===== config.mk =====
export PLATFORM = sky130hd
export DESIGN_NAME = bin_to_bcd_seq
export DESIGN_NICKNAME = d
export VERILOG_FILES = /design/src/rtl/bin_to_bcd_seq.sv
export SDC_FILE = /design/constraint.sdc
export NUM_CORES = 1
export LEC_CHECK = 0
export BUFFER_PORTS_ARGS = -buffer_cell sky130_fd_sc_hd__buf_2
export CAP_MARGIN = 20
export CELL_PAD_IN_SITES_DETAIL_PLACEMENT = 1
export CELL_PAD_IN_SITES_GLOBAL_PLACEMENT = 2
export CORE_MARGIN = 2
export CORE_UTILIZATION = 37
export CTS_CLUSTER_DIAMETER = 30
export DETAILED_ROUTE_END_ITERATION = 12
export GPL_TIMING_DRIVEN = 0
export PLACE_DENSITY_LB_ADDON = 0.05
export SLEW_MARGIN = 20
export SYNTH_ARGS = -nofsm -noshare
export SYNTH_HDL_FRONTEND = slang
export SYNTH_SLANG_ARGS = --single-unit

===== constraint.sdc =====
create_clock -name clk -period 3.8 [get_ports clk]
set_input_delay 0 -clock clk [delete_from_list [all_inputs] [get_ports clk]]
set_output_delay 0 -clock clk [all_outputs]
set_load 0.01 [all_outputs]

===== src/rtl/bin_to_bcd_seq.sv =====
// bin_to_bcd_seq: serial double-dabble converter, one input bit per clk; ports clk, rst, start, bin_in -> bcd_out, busy, done (1-cycle pulse), ovf (saturated to all nines)
module bin_to_bcd_seq #(
  parameter int BIN_W  = 14,
  parameter int DIGITS = 4
) (
  input  logic                  clk,
  input  logic                  rst,
  input  logic                  start,
  input  logic [BIN_W-1:0]      bin_in,
  output logic [4*DIGITS-1:0]   bcd_out,
  output logic                  busy,
  output logic                  done,
  output logic                  ovf
);
  localparam int CW = $clog2(BIN_W + 1);
  localparam int BW = 4 * DIGITS;
  localparam logic [BIN_W:0] MAXV = (BIN_W + 1)'(10 ** DIGITS - 1);
  localparam logic [0:0] IDLE  = 1'b0;
  localparam logic [0:0] SHIFT = 1'b1;
  logic [0:0]       r_state;
  logic [BIN_W-1:0] r_bin;
  logic [BW-1:0]    r_scr;
  logic [CW-1:0]    r_cnt;
  logic             r_ovf_pend;
  logic [BW-1:0]    w_adj;
  logic [BW-1:0]    w_nxt;
  for (genvar d = 0; d < DIGITS; d++) begin : g_add3
    assign w_adj[4*d +: 4] = (r_scr[4*d +: 4] >= 4'd5) ? r_scr[4*d +: 4] + 4'd3 : r_scr[4*d +: 4];
  end
  assign w_nxt = BW'({w_adj, r_bin[BIN_W-1]});
  always_ff @(posedge clk) begin
    if (rst) begin
      r_state    <= IDLE;
      r_bin      <= '0;
      r_scr      <= '0;
      r_cnt      <= '0;
      r_ovf_pend <= 1'b0;
      bcd_out    <= '0;
      busy       <= 1'b0;
      done       <= 1'b0;
      ovf        <= 1'b0;
    end else begin
      done <= 1'b0;
      if (r_state == IDLE) begin
        if (start) begin
          r_bin      <= bin_in;
          r_scr      <= '0;
          r_ovf_pend <= {1'b0, bin_in} > MAXV;
          r_cnt      <= CW'(BIN_W);
          r_state    <= SHIFT;
          busy       <= 1'b1;
        end
      end else begin
        r_scr <= w_nxt;
        r_bin <= r_bin << 1;
        r_cnt <= r_cnt - CW'(1);
        if (r_cnt == CW'(1)) begin
          bcd_out <= r_ovf_pend ? {DIGITS{4'h9}} : w_nxt;
          ovf     <= r_ovf_pend;
          done    <= 1'b1;
          busy    <= 1'b0;
          r_state <= IDLE;
        end
      end
    end
  end
endmodule


==> results.toml, run 1 <==
[run_status]
status = "completed"

[setup_path]
ff2ff_path_depth = 6
crit_fanout = 5
reg2reg_to = "r_scr[14]"
required_ns = 4.02
r2r_slack_ns = 2.07
cp-start-kind = "register"
path_class = "register to register"
startpoint = "r_scr[12]"
rr_startpoint = "r_scr[12]"
end_kind = "register"
cp.arrival_ns = 1.95

[sta]
slew_violations = 0
setup_tns_ns = 0
setup_violations = 0
fin_worst_skew_ns = 0.00841
rsz0062_at_grt = "false"
final_hold_viol_count = 0
slew_headroom_pct = 57.6
max_freq_ghz = 0.577
layout_min_cycle_time_ns = 1.73
fin_crit_sh_pct = 45.6
worstMarginPinSlew_ns = 0.636

[clocking]
cts_made_buffers = 5
clockRootBuffer = "clkbuf_8"
cts_num_sinks = 55
postCtsSetupRepairBufs = 0
ctsResizeCount = 0
htreeDepth = 2
tritoncts = "done"
clkLatencyLatePin_ns = 0.30
path_clk_slew_ns = 0.10
cts.path.max_buffers = 2

[logic_synthesis]
postSynthRegisterBits = 55
synth_edf_count = 0
synth_cell_types = 35
synth-main-ff-cell = "dfxtp_1"
synth_area_sq_mm = 0.00253
ys_top_cells_by_area = "dfxtp_1 (44%), nor2_1 (7.1%), mux2i_1 (5.9%)"
synth.largest_area_cell = "dfxtp_1"
yosysSeqAreaShare_pct = 43.6
yosysTopAreaCellShare_pct = 43.6
netlist_instances = 287
async_reset_ff_share_pct = 0
syn_avg_cell_area_sq_um = 8.81
synth_nets = 314
yosys_warnings = 0

[drt]
drtAntennaViolNets = 0
wl_per_cell_microns = 15.9
dr.first_iter.drc_count = 112
dr.pass1.iters = 4
drc = 0
viasPerCell = 5.30
vias = 2172
routed_wl_microns = 6520

[grt]
grt_pass1_vias = 2234
overflow = 0
track_usage_pct = 19.1
antenna_found_initial = 0
grt_pass1_wl_microns = 11200
grt_max_degree = 16

[min_path]
min_path_type = "input port to register"
hold_path_depth = 5
holdPathEnd = "r_bin[1]"
min_from = "bin_in[1]"

[die]
die_w_microns = 86.7
core-area_sq_mm = 0.00672
die_y_microns = 86.7
io_pins = 36
rows = 30
start_util_pct = 37.6
dieArea_sq_mm = 0.00751

[power]
powerDensity_mw_per_mm2 = 376
p_leak_nw = 1.16
vdd_ir_drop_max_mv = 0.149

[placed_design]
dpl.hpwl_microns = 4810
gp_congestion = 0.727
io_buffers = 34

[run]
drv_cap = 0

[finish]
final_util_pct = 43.5
insertedDiodeCount = 0
fillCellCount = 823
final_layout_size_suffix_gt1_share_pct = 19.1
nets = 357
area_growth_pct = 15.5
[Yosys cell counts, drive strengths merged (5+ instances only)]
master	number
nand2	6
mux2i	15
o32ai	10
clkbuf	6
dfxtp	55
mux2	5
buf	12
nand2b	11
ha	10
a21oi	27
o21ai	16
nor2	49
inv	15
nand3b	8
nor3b	7
nor3	8
[cells in the final DEF (no fill, tap or decap)]
cell type,Yosys,routed
a211oi_1,4,4
a21oi_1,27,27
a311oi_1,2,2
and4bb_2,1,1
buf_2,10,44
buf_4,2,2
bufinv_16,0,1
clkbuf_1,6,7
clkbuf_8,0,5
dfxtp_1,55,55
dlygate4sd3_1,0,2
ha_1,10,10
inv_1,15,15
mux2_2,5,5
mux2i_1,15,15
nand2_1,6,6
nand2b_1,11,11
nand3_1,2,2
nand3_2,1,1
nand3b_1,8,8
nand4b_1,2,2
nor2_1,48,48
nor2_2,1,1
nor2b_1,1,1
nor3_1,8,8
nor3b_1,7,7
nor4_1,1,1
o211ai_2,1,1
o21ai_0,9,9
o21ai_1,7,7
o22ai_1,4,4
o311ai_0,1,1
o32ai_1,10,10
or2_2,1,1
or3_4,1,1
or4_1,1,1
or4b_1,1,1
xnor2_1,3,3
[where the power goes]
part | internal, mW | total [mW] | switching, mW
Combinational | 0.0466 | 0.115 | 0.0687
Sequential | 0.594 | 0.609 | 0.0146
Clock | 0.194 | 0.375 | 0.181
[state kept, by name (all words and copies together) (netlist names)]
signal / count
r_scr: 16
r_cnt: 4
busy: 1
ovf: 1
r_ovf_pend: 1
done: 1
r_bin: 14
bcd_out: 16
r_state: 1
[how the worst max path moves through the flow]
stage | end | slack, ns
floorplan | r_scr[14] | 2.32
global placement | r_scr[14] | 2.11
detailed placement | r_scr[14] | 2.09
CTS | r_scr[14] | 2.06
global route | bcd_out[14] | 1.91
finish | r_scr[14] | 2.07
[repair_timing]
item	CTS	global route
endpoints found under the hold margin	2	0
setup endpoints to repair	0	0
hold buffers	2	0
[through the flow]
step	hold slack, ns	power [mW]	setup slack, ns	area, sq um	std cells
3_5_place_dp	0.249	0.738	2.09	2800	401
6_report	0.0655	1.10	2.07	2920	410
2_1_floorplan	0.147	0.696	2.32	2530	287
4_1_cts	0.0592	1.12	2.06	2920	410
5_1_grt	0.0856	1.15	1.91	2920	410
3_3_place_gp	0.242	0.736	2.11	2800	401
[critical path: stages (launching register included)]
cell      delay, ns
dfxtp_1        0.36
inv_1          0.11
ha_1           0.20
nand2b_1       0.07
a21oi_1        0.40
mux2_2         0.42
o32ai_1        0.10
[metal layers]
layer | up-vias | share of wire [%] | GRT usage, %
met4 | 0 | 1.2 | 4.69
met2 | 32 | 46 | 30.8
met1 | 1040 | 50 | 26.3
met3 | 7 | 2.9 | 3.71
met5 | - | 0 | 0
li1 | 1093 | - | -
[final cells by class]
type	count	area (sq um)	share of cell area, %
Inverter	15	56.3	1.93
Tap cell	80	100	3.43
Clock buffer	6	72.6	2.49
Timing Repair Buffer	36	190	6.51
Multi-Input combinational cell	199	1280	43.9
Clock inverter	1	30.0	1.03
Buffer	18	87.6	3.00
Sequential cell	55	1100	37.7
[kinds of logic after synthesis]
family                   after synthesis  synth area share (%)
AND/OR/NAND/NOR                      101                  20.9
AO/OA/AOI/OAI                         65                  15.7
flip-flops                            55                  43.6
buffers and inverters                 33                  5.69
multiplexers                          20                  8.17
adder cells (fa/ha/maj)               10                  4.95
XOR/XNOR                               3                  1.04
Power figures use the tool's default switching activity.
==> inputs of run 2 (changes only) <==
--- a/config.mk
+++ b/config.mk
@@ -10,7 +10,7 @@
 export CELL_PAD_IN_SITES_DETAIL_PLACEMENT = 1
 export CELL_PAD_IN_SITES_GLOBAL_PLACEMENT = 2
 export CORE_MARGIN = 2
-export CORE_UTILIZATION = 37
+export CORE_UTILIZATION = 34
 export CTS_CLUSTER_DIAMETER = 30
 export DETAILED_ROUTE_END_ITERATION = 12
 export GPL_TIMING_DRIVEN = 0
==> constraint.sdc (replaced) <==
create_clock -name clk -period 1.6 [get_ports clk]
set_input_delay 0 -clock clk [delete_from_list [all_inputs] [get_ports clk]]
set_output_delay 0 -clock clk [all_outputs]
set_load 0.01 [all_outputs]
==> results.toml, run 2 (same netlist as run 1, synthesis figures left out) <==
[power]
vdd_ir_drop_max_mv = 0.290
powerDensity_mw_per_mm2 = 841
p_leak_nw = 1.17

[setup_path]
crit_fanout = 3
rr_startpoint = "r_scr[4]"
ff2ff_path_depth = 6
cp.arrival_ns = 1.72
end_kind = "register"
r2r_slack_ns = 0.10
path_class = "register to register"
required_ns = 1.82
cp-start-kind = "register"
reg2reg_to = "r_scr[6]"

[die]
die_w_microns = 90.2
dieArea_sq_mm = 0.00814
io_pins = 36
rows = 31
start_util_pct = 35.0
core-area_sq_mm = 0.00721
die_y_microns = 90.2

[sta]
fin_worst_skew_ns = 0.00753
rsz0062_at_grt = "false"
fin_crit_sh_pct = 93.7
slew_violations = 0
setup_violations = 0
final_hold_viol_count = 0
max_freq_ghz = 0.667
layout_min_cycle_time_ns = 1.50
slew_headroom_pct = 60.5
holdWs_ns = 0.0541
worstMarginPinSlew_ns = 0.592

[clocking]
clockRootBuffer = "clkbuf_8"
htreeDepth = 2
cts_num_sinks = 55
tritoncts = "done"
path_clk_slew_ns = 0.10
cts_made_buffers = 5
cts.path.max_buffers = 2
clkLatencyLatePin_ns = 0.31

[finish]
final_util_pct = 41.4
fillCellCount = 882
final_cells = 430
final_layout_size_suffix_gt1_share_pct = 23.0
insertedDiodeCount = 0
final_common_cell = "dfxtp_1"
area_growth_pct = 18.2
top_regs = "bcd_out x16, r_scr x16, r_bin x14"
final_cell_mix = "dfxtp_1 (53), nor2_1 (48), buf_2 (44)"
nets = 358

[grt]
overflow = 0
antenna_found_initial = 0
track_usage_pct = 17.7
grt_max_degree = 16
grt_pass1_vias = 2216
grt_pass1_wl_microns = 11500

[min_path]
min_path_type = "input port to register"
min_from = "bin_in[2]"
holdPathEnd = "r_bin[2]"
hold_path_depth = 5

[drt]
drc = 0
wl_met2_microns = 3120
dr.first_iter.drc_count = 83
routed_wl_microns = 6930
wl_per_cell_microns = 16.1
viasPerCell = 5.10
wl_met1_microns = 3560
dr.pass1.iters = 4
wl_met3_microns = 189
drtAntennaViolNets = 0
highest_layer = "met4"
vias = 2194

[placed_design]
dpl.hpwl_microns = 4980
io_buffers = 34
dp.cells = 420
gp_congestion = 0.733

[run]
drv_cap = 0

[run_status]
status = "completed"
-- run 2: changes by cell type in the layout (fill, tap and decap cells not counted), moves of 2 or more --
| cell | delta |
|---|---|
| clkbuf_1 | -2 |
| dfxtp_1 | -2 |
| a21oi_2 | +4 |
| a21oi_1 | -5 |
-- run 2: layout make-up --
class                           count  area, sq um  share of cell area, %
Sequential cell                    55         1110                   37.0
Tap cell                           99          124                   4.15
Buffer                             18         88.8                   2.97
Timing Repair Buffer               37          198                   6.62
Clock inverter                      1         5.00                  0.168
Clock buffer                        6         82.6                   2.76
Multi-Input combinational cell    199         1330                   44.4
Inverter                           15         56.3                   1.88
-- run 2: how the worst max path moves through the flow --
stage	from	end	slack (ns)	cells past startpoint
floorplan	r_scr[13]	r_scr[14]	0.12	6
global placement	r_scr[12]	r_scr[14]	-0.13	6
detailed placement	r_scr[12]	r_scr[14]	-0.12	6
CTS	r_scr[12]	r_scr[13]	0.01	6
global route	r_scr[4]	r_scr[6]	0.0009	6
finish	r_scr[4]	r_scr[6]	0.10	6
-- run 2: repair_timing --
action	4_1_cts	5_1_grt
hold buffers	2	0
gates resized for setup	4	10
setup endpoints to repair	11	11
endpoints found under the hold margin	2	0
pin swaps	0	3
buffers inserted	0	1
-- run 2: power by group --
group          internal, mW  switching [mW]
registers              1.41          0.0354
clock network         0.341           0.452
logic                 0.111           0.165
total                  1.86           0.652
-- run 2: worst max-delay path, stage by stage, from the launching register on --
cell      delay (ns)
dfxtp_1         0.33
inv_1           0.11
ha_1            0.22
nand2b_1        0.09
a21oi_2         0.19
mux2_2          0.37
o32ai_1         0.10
-- run 2: metal layers --
metal,GRT usage (%),vias up
met2,27.2,37
li1,-,1093
met4,4.23,0
met5,0,-
met3,2.77,5
met1,25.9,1059
-- run 2: metrics by stage --
step	cell area [sq um]	total power, mW	setup WS (ns)	TNS [ns]
floorplan	2530	1.65	0.116	0
global placement	2820	1.75	-0.128	-0.359
global route	2990	2.65	0.000940	0
finish	2990	2.51	0.100	0
CTS	2940	2.56	0.0132	0
detailed placement	2820	1.75	-0.124	-0.497
